$ cat src/rtl/calculadora_pkg.sv
// Shared definitions for the calculator keypad: FSM states, key codes,
// operator codes and key decoding helpers.
package calculadora_pkg;

    localparam int SCAN_CICLOS_DEF       = 1000;
    localparam int ANTIREBOTE_CICLOS_DEF = 50000;

    typedef enum logic [2:0] {
        ESCANEAR,
        ANTIREBOTE_PRESION,
        VALIDA,
        ESPERAR_SOLTAR,
        ANTIREBOTE_SOLTAR
    } estado_t;

    typedef enum logic [1:0] {
        CLASE_DIGITO,
        CLASE_OPERADOR,
        CLASE_IGUAL,
        CLASE_BORRAR
    } clase_t;

    localparam logic [3:0] TECLA_0   = 4'h0;
    localparam logic [3:0] TECLA_1   = 4'h1;
    localparam logic [3:0] TECLA_2   = 4'h2;
    localparam logic [3:0] TECLA_3   = 4'h3;
    localparam logic [3:0] TECLA_4   = 4'h4;
    localparam logic [3:0] TECLA_5   = 4'h5;
    localparam logic [3:0] TECLA_6   = 4'h6;
    localparam logic [3:0] TECLA_7   = 4'h7;
    localparam logic [3:0] TECLA_8   = 4'h8;
    localparam logic [3:0] TECLA_9   = 4'h9;
    localparam logic [3:0] TECLA_A   = 4'hA;
    localparam logic [3:0] TECLA_B   = 4'hB;
    localparam logic [3:0] TECLA_C   = 4'hC;
    localparam logic [3:0] TECLA_D   = 4'hD;
    localparam logic [3:0] TECLA_AST = 4'hE;
    localparam logic [3:0] TECLA_NUM = 4'hF;

    localparam logic [1:0] OP_SUMA  = 2'b00;
    localparam logic [1:0] OP_RESTA = 2'b01;
    localparam logic [1:0] OP_MULT  = 2'b10;
    localparam logic [1:0] OP_DIV   = 2'b11;

    // Physical layout: row0 = 1 2 3 A, row1 = 4 5 6 B, row2 = 7 8 9 C, row3 = * 0 # D
    function automatic logic [3:0] codigo_tecla(input logic [1:0] fila, input logic [1:0] col);
        logic [3:0] c;
        case ({fila, col})
            4'b00_00: c = TECLA_1;
            4'b00_01: c = TECLA_2;
            4'b00_10: c = TECLA_3;
            4'b00_11: c = TECLA_A;
            4'b01_00: c = TECLA_4;
            4'b01_01: c = TECLA_5;
            4'b01_10: c = TECLA_6;
            4'b01_11: c = TECLA_B;
            4'b10_00: c = TECLA_7;
            4'b10_01: c = TECLA_8;
            4'b10_10: c = TECLA_9;
            4'b10_11: c = TECLA_C;
            4'b11_00: c = TECLA_AST;
            4'b11_01: c = TECLA_0;
            4'b11_10: c = TECLA_NUM;
            default:  c = TECLA_D;
        endcase
        return c;
    endfunction

    function automatic clase_t clase_tecla(input logic [3:0] c);
        clase_t k;
        if (c <= TECLA_9)        k = CLASE_DIGITO;
        else if (c == TECLA_AST) k = CLASE_BORRAR;
        else if (c == TECLA_NUM) k = CLASE_IGUAL;
        else                     k = CLASE_OPERADOR;
        return k;
    endfunction

    function automatic logic [1:0] op_de_tecla(input logic [3:0] c);
        logic [1:0] op;
        case (c)
            TECLA_A: op = OP_SUMA;
            TECLA_B: op = OP_RESTA;
            TECLA_C: op = OP_MULT;
            default: op = OP_DIV;
        endcase
        return op;
    endfunction

    // True when exactly one active-low column is asserted
    function automatic logic una_columna(input logic [3:0] col);
        return (col == 4'b1110) || (col == 4'b1101) || (col == 4'b1011) || (col == 4'b0111);
    endfunction

    function automatic logic [1:0] indice_columna(input logic [3:0] col);
        logic [1:0] idx;
        case (col)
            4'b1110: idx = 2'd0;
            4'b1101: idx = 2'd1;
            4'b1011: idx = 2'd2;
            default: idx = 2'd3;
        endcase
        return idx;
    endfunction

endpackage

$ cat src/rtl/modulo_teclado_if.sv
// Keypad pins plus the decoded key/strobe bus towards the calculator core.
interface modulo_teclado_if;
    logic [3:0] columnas;
    logic [3:0] filas;
    logic [3:0] tecla;
    logic       numero_en;
    logic       operando_en;
    logic [1:0] operacion;
    logic       igual_en;
    logic       borrar_en;

    modport master (
        input  columnas,
        output filas, tecla, numero_en, operando_en, operacion, igual_en, borrar_en
    );

    modport slave (
        output columnas,
        input  filas, tecla, numero_en, operando_en, operacion, igual_en, borrar_en
    );
endinterface

$ cat src/rtl/modulo_teclado_sincronizador.sv
// Two-flop synchronizer; resets to all-ones (idle level of the columns).
module sincronizador #(
    parameter int ANCHO = 4
) (
    input  logic             clk,
    input  logic             reset,
    input  logic [ANCHO-1:0] d,
    output logic [ANCHO-1:0] q
);
    logic [ANCHO-1:0] meta;

    // Two register stages to settle metastability of the asynchronous input
    always_ff @(posedge clk or posedge reset) begin
        if (reset) begin
            meta <= '1;
            q    <= '1;
        end else begin
            meta <= d;
            q    <= meta;
        end
    end
endmodule

$ cat src/rtl/modulo_teclado.sv
// Matrix keypad scanner with press/release debounce and key-class strobes.
module modulo_teclado
    import calculadora_pkg::*;
#(
    parameter int SCAN_CICLOS       = SCAN_CICLOS_DEF,
    parameter int ANTIREBOTE_CICLOS = ANTIREBOTE_CICLOS_DEF
) (
    input  logic              clk,
    input  logic              reset,
    modulo_teclado_if.master  bus
);
    localparam int SCAN_W = $clog2(SCAN_CICLOS);
    localparam int DEB_W  = $clog2(ANTIREBOTE_CICLOS + 1);

    estado_t             estado;
    logic [3:0]          col_s;
    logic [SCAN_W-1:0]   scan_cnt;
    logic [DEB_W-1:0]    deb_cnt;
    logic [1:0]          fila_idx;
    logic [1:0]          col_idx;
    logic [1:0]          fila_sig;
    logic [3:0]          col_esperada;
    logic [3:0]          codigo;

    sincronizador #(.ANCHO(4)) u_sinc (
        .clk   (clk),
        .reset (reset),
        .d     (bus.columnas),
        .q     (col_s)
    );

    // Derived values for the latched key and the next row in the scan
    always_comb begin
        fila_sig     = fila_idx + 2'd1;
        col_esperada = ~(4'b0001 << col_idx);
        codigo       = codigo_tecla(fila_idx, col_idx);
    end

    // Scan/debounce FSM with registered row drive, key code and strobes
    always_ff @(posedge clk or posedge reset) begin
        if (reset) begin
            estado          <= ESCANEAR;
            bus.filas       <= 4'b1110;
            fila_idx        <= 2'd0;
            col_idx         <= 2'd0;
            scan_cnt        <= '0;
            deb_cnt         <= '0;
            bus.tecla       <= TECLA_0;
            bus.operacion   <= OP_SUMA;
            bus.numero_en   <= 1'b0;
            bus.operando_en <= 1'b0;
            bus.igual_en    <= 1'b0;
            bus.borrar_en   <= 1'b0;
        end else begin
            bus.numero_en   <= 1'b0;
            bus.operando_en <= 1'b0;
            bus.igual_en    <= 1'b0;
            bus.borrar_en   <= 1'b0;
            case (estado)
                ESCANEAR: begin
                    if (scan_cnt == SCAN_W'(SCAN_CICLOS - 1)) begin
                        scan_cnt <= '0;
                        if (una_columna(col_s)) begin
                            col_idx <= indice_columna(col_s);
                            deb_cnt <= '0;
                            estado  <= ANTIREBOTE_PRESION;
                        end else begin
                            fila_idx  <= fila_sig;
                            bus.filas <= ~(4'b0001 << fila_sig);
                        end
                    end else begin
                        scan_cnt <= scan_cnt + 1'b1;
                    end
                end
                ANTIREBOTE_PRESION: begin
                    if (col_s == col_esperada) begin
                        if (deb_cnt == DEB_W'(ANTIREBOTE_CICLOS - 1)) begin
                            deb_cnt <= '0;
                            estado  <= VALIDA;
                        end else begin
                            deb_cnt <= deb_cnt + 1'b1;
                        end
                    end else begin
                        deb_cnt   <= '0;
                        fila_idx  <= fila_sig;
                        bus.filas <= ~(4'b0001 << fila_sig);
                        estado    <= ESCANEAR;
                    end
                end
                VALIDA: begin
                    bus.tecla <= codigo;
                    case (clase_tecla(codigo))
                        CLASE_DIGITO:   bus.numero_en <= 1'b1;
                        CLASE_OPERADOR: begin
                            bus.operando_en <= 1'b1;
                            bus.operacion   <= op_de_tecla(codigo);
                        end
                        CLASE_IGUAL:    bus.igual_en  <= 1'b1;
                        default:        bus.borrar_en <= 1'b1;
                    endcase
                    estado <= ESPERAR_SOLTAR;
                end
                ESPERAR_SOLTAR: begin
                    if (col_s[col_idx]) begin
                        deb_cnt <= '0;
                        estado  <= ANTIREBOTE_SOLTAR;
                    end
                end
                ANTIREBOTE_SOLTAR: begin
                    if (col_s[col_idx]) begin
                        if (deb_cnt == DEB_W'(ANTIREBOTE_CICLOS - 1)) begin
                            deb_cnt   <= '0;
                            fila_idx  <= fila_sig;
                            bus.filas <= ~(4'b0001 << fila_sig);
                            estado    <= ESCANEAR;
                        end else begin
                            deb_cnt <= deb_cnt + 1'b1;
                        end
                    end else begin
                        deb_cnt <= '0;
                        estado  <= ESPERAR_SOLTAR;
                    end
                end
                default: estado <= ESCANEAR;
            endcase
        end
    end
endmodule

$ cat src/flat_wrapper.sv
// flat-port wrapper written by rule: the top's interface ports become plain ports
module modulo_teclado_flat import calculadora_pkg::*;
#(
    parameter int SCAN_CICLOS       = SCAN_CICLOS_DEF,
    parameter int ANTIREBOTE_CICLOS = ANTIREBOTE_CICLOS_DEF
)
  (clk, reset, bus_columnas, bus_filas, bus_tecla, bus_numero_en, bus_operando_en, bus_operacion, bus_igual_en, bus_borrar_en);
  modulo_teclado_if bus_i ();
  input  logic clk;
  input  logic reset;
  input wire logic [$bits(bus_i.columnas)-1:0] bus_columnas;
  output wire logic [$bits(bus_i.filas)-1:0] bus_filas;
  output wire logic [$bits(bus_i.tecla)-1:0] bus_tecla;
  output wire logic [$bits(bus_i.numero_en)-1:0] bus_numero_en;
  output wire logic [$bits(bus_i.operando_en)-1:0] bus_operando_en;
  output wire logic [$bits(bus_i.operacion)-1:0] bus_operacion;
  output wire logic [$bits(bus_i.igual_en)-1:0] bus_igual_en;
  output wire logic [$bits(bus_i.borrar_en)-1:0] bus_borrar_en;
  assign bus_i.columnas = bus_columnas;
  assign bus_filas = bus_i.filas;
  assign bus_tecla = bus_i.tecla;
  assign bus_numero_en = bus_i.numero_en;
  assign bus_operando_en = bus_i.operando_en;
  assign bus_operacion = bus_i.operacion;
  assign bus_igual_en = bus_i.igual_en;
  assign bus_borrar_en = bus_i.borrar_en;
  modulo_teclado #(.SCAN_CICLOS(SCAN_CICLOS), .ANTIREBOTE_CICLOS(ANTIREBOTE_CICLOS)) u_core (.clk(clk), .reset(reset), .bus(bus_i));
endmodule
$ cat config.mk
export PLATFORM = sky130hd
export DESIGN_NAME = modulo_teclado_flat
export DESIGN_NICKNAME = d
export VERILOG_FILES = /design/src/rtl/calculadora_pkg.sv /design/src/rtl/modulo_teclado_if.sv /design/src/rtl/modulo_teclado_sincronizador.sv /design/src/rtl/modulo_teclado.sv /design/src/flat_wrapper.sv
export SDC_FILE = /design/constraint.sdc
export NUM_CORES = 1
export LEC_CHECK = 0
export BUFFER_PORTS_ARGS = -buffer_cell sky130_fd_sc_hd__buf_2
export CORE_UTILIZATION = 50
export DETAILED_ROUTE_END_ITERATION = 8
export PLACE_DENSITY = 0.77
export REMOVE_ABC_BUFFERS = 1
export SETUP_SLACK_MARGIN = 0.3
export SLEW_MARGIN = 25
export SYNTH_ARGS = -nofsm -noshare
export SYNTH_HDL_FRONTEND = slang
export SYNTH_SLANG_ARGS = --single-unit
$ cat constraint.sdc
create_clock -name clk -period 2.5 [get_ports clk]
set_input_delay 0.375 -clock clk [delete_from_list [all_inputs] [get_ports clk]]
set_output_delay 0.375 -clock clk [all_outputs]
set_load 0.02 [all_outputs]
## After elaboration in Yosys (flattened, before gate mapping)

Memory sizes are Yosys's and may differ from the RTL's.
Cells that the tools add are included.

- Word-level logic and storage cells: 108
- Flip-flop bits (word level): 55
- Memories: 1
- Output and inout bits: 14
- Bits in read-only memories: 64

- Multiplexer cells: 44
- Magnitude comparators: 2
- Shift-type cells: 2
- Bitwise logic cells: 2
- Eq/ne operators: 27
- Reduce and logical (&&, ||, !) cells: 13
- Add/subtract/negate cells: 3

Memories:

| name | words | width | read ports | clocked after memory_dff | wr ports | line | source |
|---|---|---|---|---|---|---|---|
| (name not given) | 16 | 4 | 1 | 0 | 0 | calculadora_pkg.sv:48 | `case ({fila, col})` |

Operators with widths:

| cell | number |
|---|---|
| 2-to-1 mux 16 bit | 6 |
| one-hot mux 16 bit (4 select lines) | 1 |
| == test 4 bit (second input constant) | 8 |
| 2-to-1 mux 3 bit | 7 |
| 2-to-1 mux 4 bit | 5 |
| 2-to-1 mux 2 bit | 9 |
| one-hot mux 2 bit (3 select lines) | 3 |
| adder 16 x 1 -> 16 bit (second input constant) | 1 |
| == test 16 bit (second input constant) | 1 |
| one-hot mux 3 bit (5 select lines) | 1 |
| one-hot mux 4 bit (3 select lines) | 1 |
| adder 10 x 1 -> 10 bit (second input constant) | 1 |
| == test 10 bit (second input constant) | 1 |
| 2-to-1 mux 10 bit | 1 |
| != test 2 x 1 -> 1 bit (second input constant) | 5 |
| 2-to-1 mux 1 bit | 9 |
| inverter 4 bit | 2 |
| << shifter 1 x 2 -> 4 bit (first input constant) | 2 |
| == test 3 x 2 -> 1 bit (second input constant) | 2 |
| AND reduction 6 bit | 1 |
| AND reduction 5 bit | 1 |
| == test 4 x 3 -> 1 bit (second input constant) | 1 |
| == test 4 bit | 1 |
| <= comparator 4 bit (second input constant) | 1 |
| other kinds (19) | 22 |

## Longest topological paths before layout

An unclocked memory read counts as a cell.

- Depth in word-level cells: 10
- Gate-level depth with buffers: 9

## By module

A second synthesis with hierarchy kept.

- Cells, all modules: 310
- Area, all modules: 3,012.9 sq um

By module, submodules not included:

| module | instances | area each (sq um) | cells each | sequential area each (sq um) |
|---|---|---|---|---|
| modulo_teclado | 1 | 2,798.9 | 301 | 1,179.9 |
| sincronizador | 1 | 214.0 | 9 | 210.2 |

## Worst setup path before layout

Ideal clock, no wire load.

- Kind: reg-to-reg
- From: register u_core.col_idx[0]
- To: register u_core.estado[0]
- Setup slack: 0.502 ns
- Library setup time: 0.128 ns
- Path buffers: 1
- Data arrival time: 1.871 ns
- Required time: 2.372 ns
- Stages on the path, launching flop included: 9
- Period minus slack after synthesis: 1.998 ns
- Cell sequence: dfrtp_1 > inv_1 > ha_1 > xnor2_1 > nor3_1 > a32o_1 > buf_6 > a22oi_2 > mux2_1

- Longest elaborated chain between the ends: 5

RTL lines:

| item | line | source |
|---|---|---|
| start, declared | modulo_teclado.sv:20 | `logic [1:0] col_idx;` |
| start signal, assigned | modulo_teclado.sv:64 | `col_idx <= indice_columna(col_s);` |
| << shifter 1 x 2 -> 4 bit | modulo_teclado.sv:35 | `col_esperada = ~(4'b0001 << col_idx);` |
| inverter 4 bit | modulo_teclado.sv:35 |  |
| == test 4 bit | modulo_teclado.sv:76 | `if (col_s == col_esperada) begin` |
| != test 3 bit (no source line) or 2-to-1 mux 3 bit (tied branches) | - |  |
| AND reduction 5 bit (no source line) or one-hot mux 3 bit (5 select lines) (tied branches) | - |  |
| end signal, assigned | modulo_teclado.sv:42 | `estado <= ESCANEAR;` |
| end signal, assigned | modulo_teclado.sv:79 | `estado <= VALIDA;` |
| end signal, assigned | modulo_teclado.sv:87 | `estado <= ESCANEAR;` |
| end, declared | modulo_teclado.sv:15 | `estado_t estado;` |

Parallel ways exist; a longest one is shown, timed or not. The select of a mux whose other input is x is not followed.
A chain may end at the register's enable or synchronous reset.

## Worst setup path after layout

- From: register u_core.scan_cnt[0]
- To: register u_core.fila_idx[1]

- Longest elaborated chain between the ends: 3

RTL lines:

| item | line | source |
|---|---|---|
| start, declared | modulo_teclado.sv:17 | `logic [SCAN_W-1:0] scan_cnt;` |
| start signal, assigned | modulo_teclado.sv:72 | `scan_cnt <= scan_cnt + 1'b1;` |
| == test 10 bit | modulo_teclado.sv:61 | `if (scan_cnt == SCAN_W'(SCAN_CICLOS - 1)) begin` |
| != test 2 x 1 -> 1 bit (no source line) | - |  |
| AND reduction 6 bit (no source line) | - |  |
| end signal, assigned | modulo_teclado.sv:68 | `fila_idx <= fila_sig;` |
| end signal, assigned | modulo_teclado.sv:85 | `fila_idx <= fila_sig;` |
| end signal, assigned | modulo_teclado.sv:113 | `fila_idx <= fila_sig;` |
| end, declared | modulo_teclado.sv:19 | `logic [1:0] fila_idx;` |

Every way passes these cells.

==> impl_metrics.tcl <==
set metrics [dict create \
    syn_area_um2 3160 \
    yosys-top-cells-area "dfrtp_1 35%, dfstp_2 9.2%, ha_1 5.2%" \
    dpl.hpwl_um 4420 \
    layout_commonest_cell "dfrtp_1" \
    hold_viol_final 0 \
    rsz0062_at_grt "no" \
    ys.flop_type "dfrtp_1" \
    critPathTopFamily "simple AND/OR/NAND/NOR gates" \
    nets 361 \
    htree_num_levels 2 \
    setup_viol 0 \
    final_max_slew_viol_count 0 \
    synth_cell_type_count 55 \
    slowest_delay_ns 0.41 \
    postSynthAreaPerCell_um2 9.90 \
    crit_chain "ha_2, nand4b_4, or3_1, a21oi_1, nand4_4, mux2_2" \
    multiInputGateArea_um2 1580 \
    total_power_mw 1.51 \
    via_per_inst 5.87 \
    overflow 0 \
    synth_top_area_cell "dfrtp_1" \
    status "finished clean" \
    io_pins 20 \
    fmax_mhz 479 \
    cts_max_path_buffers 2 \
    synth_edf_count 0 \
    antenna_found_initial 0 \
    cts_tree "yes" \
    dpl_worst_slack_ns 0.221 \
    yosysWarnings 0 \
    n_antenna_cell 0 \
    grt_pass1_wl_um 10800 \
    ys_seq_area_frac 0.440 \
    power.density_nw_per_um2 434 \
    seq_area_um2 1390 \
    finalCritPeriodShare 0.835 \
    globalRouteTotalUtil 0.212 \
    drive_gt1_frac 0.219 \
    dieWidth_um 81.5 \
    drc 0 \
    worst_slew_pin_slew_ns 0.619 \
    r2r_cells 6 \
    dieArea_um2 6640 \
    cp.depth 6 \
    grt_pass1_vias 2409 \
    first_pass_iters 4 \
    cts.reportedPaths.clkPinSlew_ns 0.11 \
    die_y_um 81.5 \
    yosys.area.top_type_share 0.349 \
    slew_headroom 0.587 \
    initial_core_util 0.527 \
    cp_slowest_cell "dfrtp_1" \
    dr_total_vias 2453 \
    worstSetupEndpointType "flip-flop" \
    critPathMaxFanout 6 \
    cap_viol_max_count 0 \
    grt_max_degree 33 \
    layout_common_cells "42 x dfrtp_1, 28 x nand2_1, 27 x inv_1" \
    gp_congestion 0.783 \
    fin_crit_ns 2.09 \
    nFillCells 500 \
    synth-seq-cells 55 \
    detail_route.wirelength_um 6320 \
    crit_arrival_ns 2.30 \
    placed_area_um2 3320 \
    synthArstFlopShare 1.00 \
    cts-root-buf "clkbuf_8" \
    ant_nets 0 \
    startpoint_type "flip-flop" \
    required_ns 2.71 \
    wl_per_cell_um 15.1 \
    final_area_um2 3470 \
    timing.setup.tns_ns 0 \
    holdBufCountCts 0 \
    p_leak_nw 1.53 \
    vdd_drop_max_v 0.000364 \
    fp.coreArea_um2 5990 \
    insertion_delay_ns 0.32 \
    hold_class "in -> async" \
    placementRows 28 \
    clock_skew_ns 0.00836 \
    critPathBufInv 0 \
    io_buffers 19 \
    area_growth_syn_to_layout_pct 10.0 \
    synthCells 319 \
    setup_slack_ns 0.413 \
    crit_type "reg -> reg" \
    cts-buffers-inserted 5 \
    dr.first_iter.drc_count 154 \
    fin_hold_ws_ns 0.113 \
    cts.sink_count 55 \
]
report_power, final:
part | leakage (nW) | switching, mW | internal (mW) | total (mW)
clock network | 0.0533 | 0.318 | 0.234 | 0.552
registers | 0.712 | 0.0109 | 0.902 | 0.913
logic | 0.767 | 0.0274 | 0.0149 | 0.0423
state kept, by name, summed over array words and instances (netlist names):
signal / cells
u_core.deb_cnt: 16
u_core.scan_cnt: 10
u_core.bus.filas: 4
u_core.bus.tecla: 4
u_core.u_sinc.meta: 4
u_core.u_sinc.q: 4
u_core.estado: 3
u_core.bus.operacion: 2
u_core.col_idx: 2
u_core.fila_idx: 2
u_core.bus.borrar_en: 1
u_core.bus.igual_en: 1
u_core.bus.numero_en: 1
u_core.bus.operando_en: 1
path summary, 6_finish.rpt:
path,start,to,slack (ns)
min reg2reg,u_core.u_sinc.meta[3]$_DFF_PP1_,u_core.u_sinc.q[3]$_DFF_PP1_,0.36
min in group clk,bus_columnas[3],u_core.u_sinc.meta[3]$_DFF_PP1_,0.14
min,reset,u_core.bus.tecla[2]$_DFFE_PP0P_,0.11
max in group asynchronous,reset,u_core.deb_cnt[11]$_DFFE_PP0P_,1.75
max,u_core.scan_cnt[0]$_DFFE_PP0P_,u_core.fila_idx[1]$_DFFE_PP0P_,0.41
max reg2reg,u_core.scan_cnt[0]$_DFFE_PP0P_,u_core.fila_idx[1]$_DFFE_PP0P_,0.41
cells in the mapped netlist (2+ instances only):
cell type,count
o221ai_1,12
nor2_1,21
o21ai_0,16
buf_2,4
nand2_1,28
buf_6,2
a211oi_1,3
ha_1,13
mux2_2,3
nand3b_1,6
and4bb_2,2
nand4_1,9
and2_1,3
and4_1,3
mux4_2,2
nand4b_1,2
inv_1,29
or3_1,3
clkbuf_1,4
dfstp_2,11
mux2i_1,7
o211ai_1,4
nand3_1,17
xor2_1,4
nand4_2,2
xnor2_1,11
and3_1,5
a21oi_1,7
nor3_1,12
buf_4,6
dfrtp_1,44
worst reg2reg max path: stages (launching register included):
cell	delay, ns
dfrtp_1	0.41
ha_2	0.24
nand4b_4	0.14
or3_1	0.41
a21oi_1	0.26
nand4_4	0.20
mux2_2	0.32
layer usage:
metal	vias to the layer above	global-route usage	wire [um]
li1	1187	-	-
met1	1201	0.261	2860
met2	53	0.373	3170
met3	12	0.0356	190
met4	0	0.0750	100
met5	-	0	0
repair_timing:
| item | in CTS | in global routing |
|---|---|---|
| setup endpoints to repair | 15 | 19 |
| buffers inserted | 0 | 3 |
| gates resized for setup | 3 | 8 |
| pin swaps | 0 | 2 |
stage by stage:
stage	instances	util
after global placement	407	0.554
after global routing	418	0.580
after detailed placement	407	0.554
after floorplan	303	-
after CTS	415	0.572
final	418	0.580
kinds of logic (layout without fill, tap and decap cells):
kind of cell | after synthesis | after routing | share of synthesized area
mux | 13 | 13 | 0.0507
fa+ha+maj | 13 | 13 | 0.0515
simple gates | 121 | 121 | 0.219
buf+inv | 45 | 69 | 0.0670
flops | 55 | 55 | 0.440
compound gates | 57 | 57 | 0.130
xor+xnor | 15 | 15 | 0.0416
cell type report:
| class | count | share of cell area |
|---|---|---|
| multi-input combinational | 219 | 0.456 |
| clock buffer | 6 | 0.0238 |
| sequential | 55 | 0.401 |
| timing repair buffer | 32 | 0.0555 |
| clock inverter | 2 | 0.00576 |
| tap | 75 | 0.0270 |
| inverter | 29 | 0.0313 |
(Power assumes the default switching activity.)
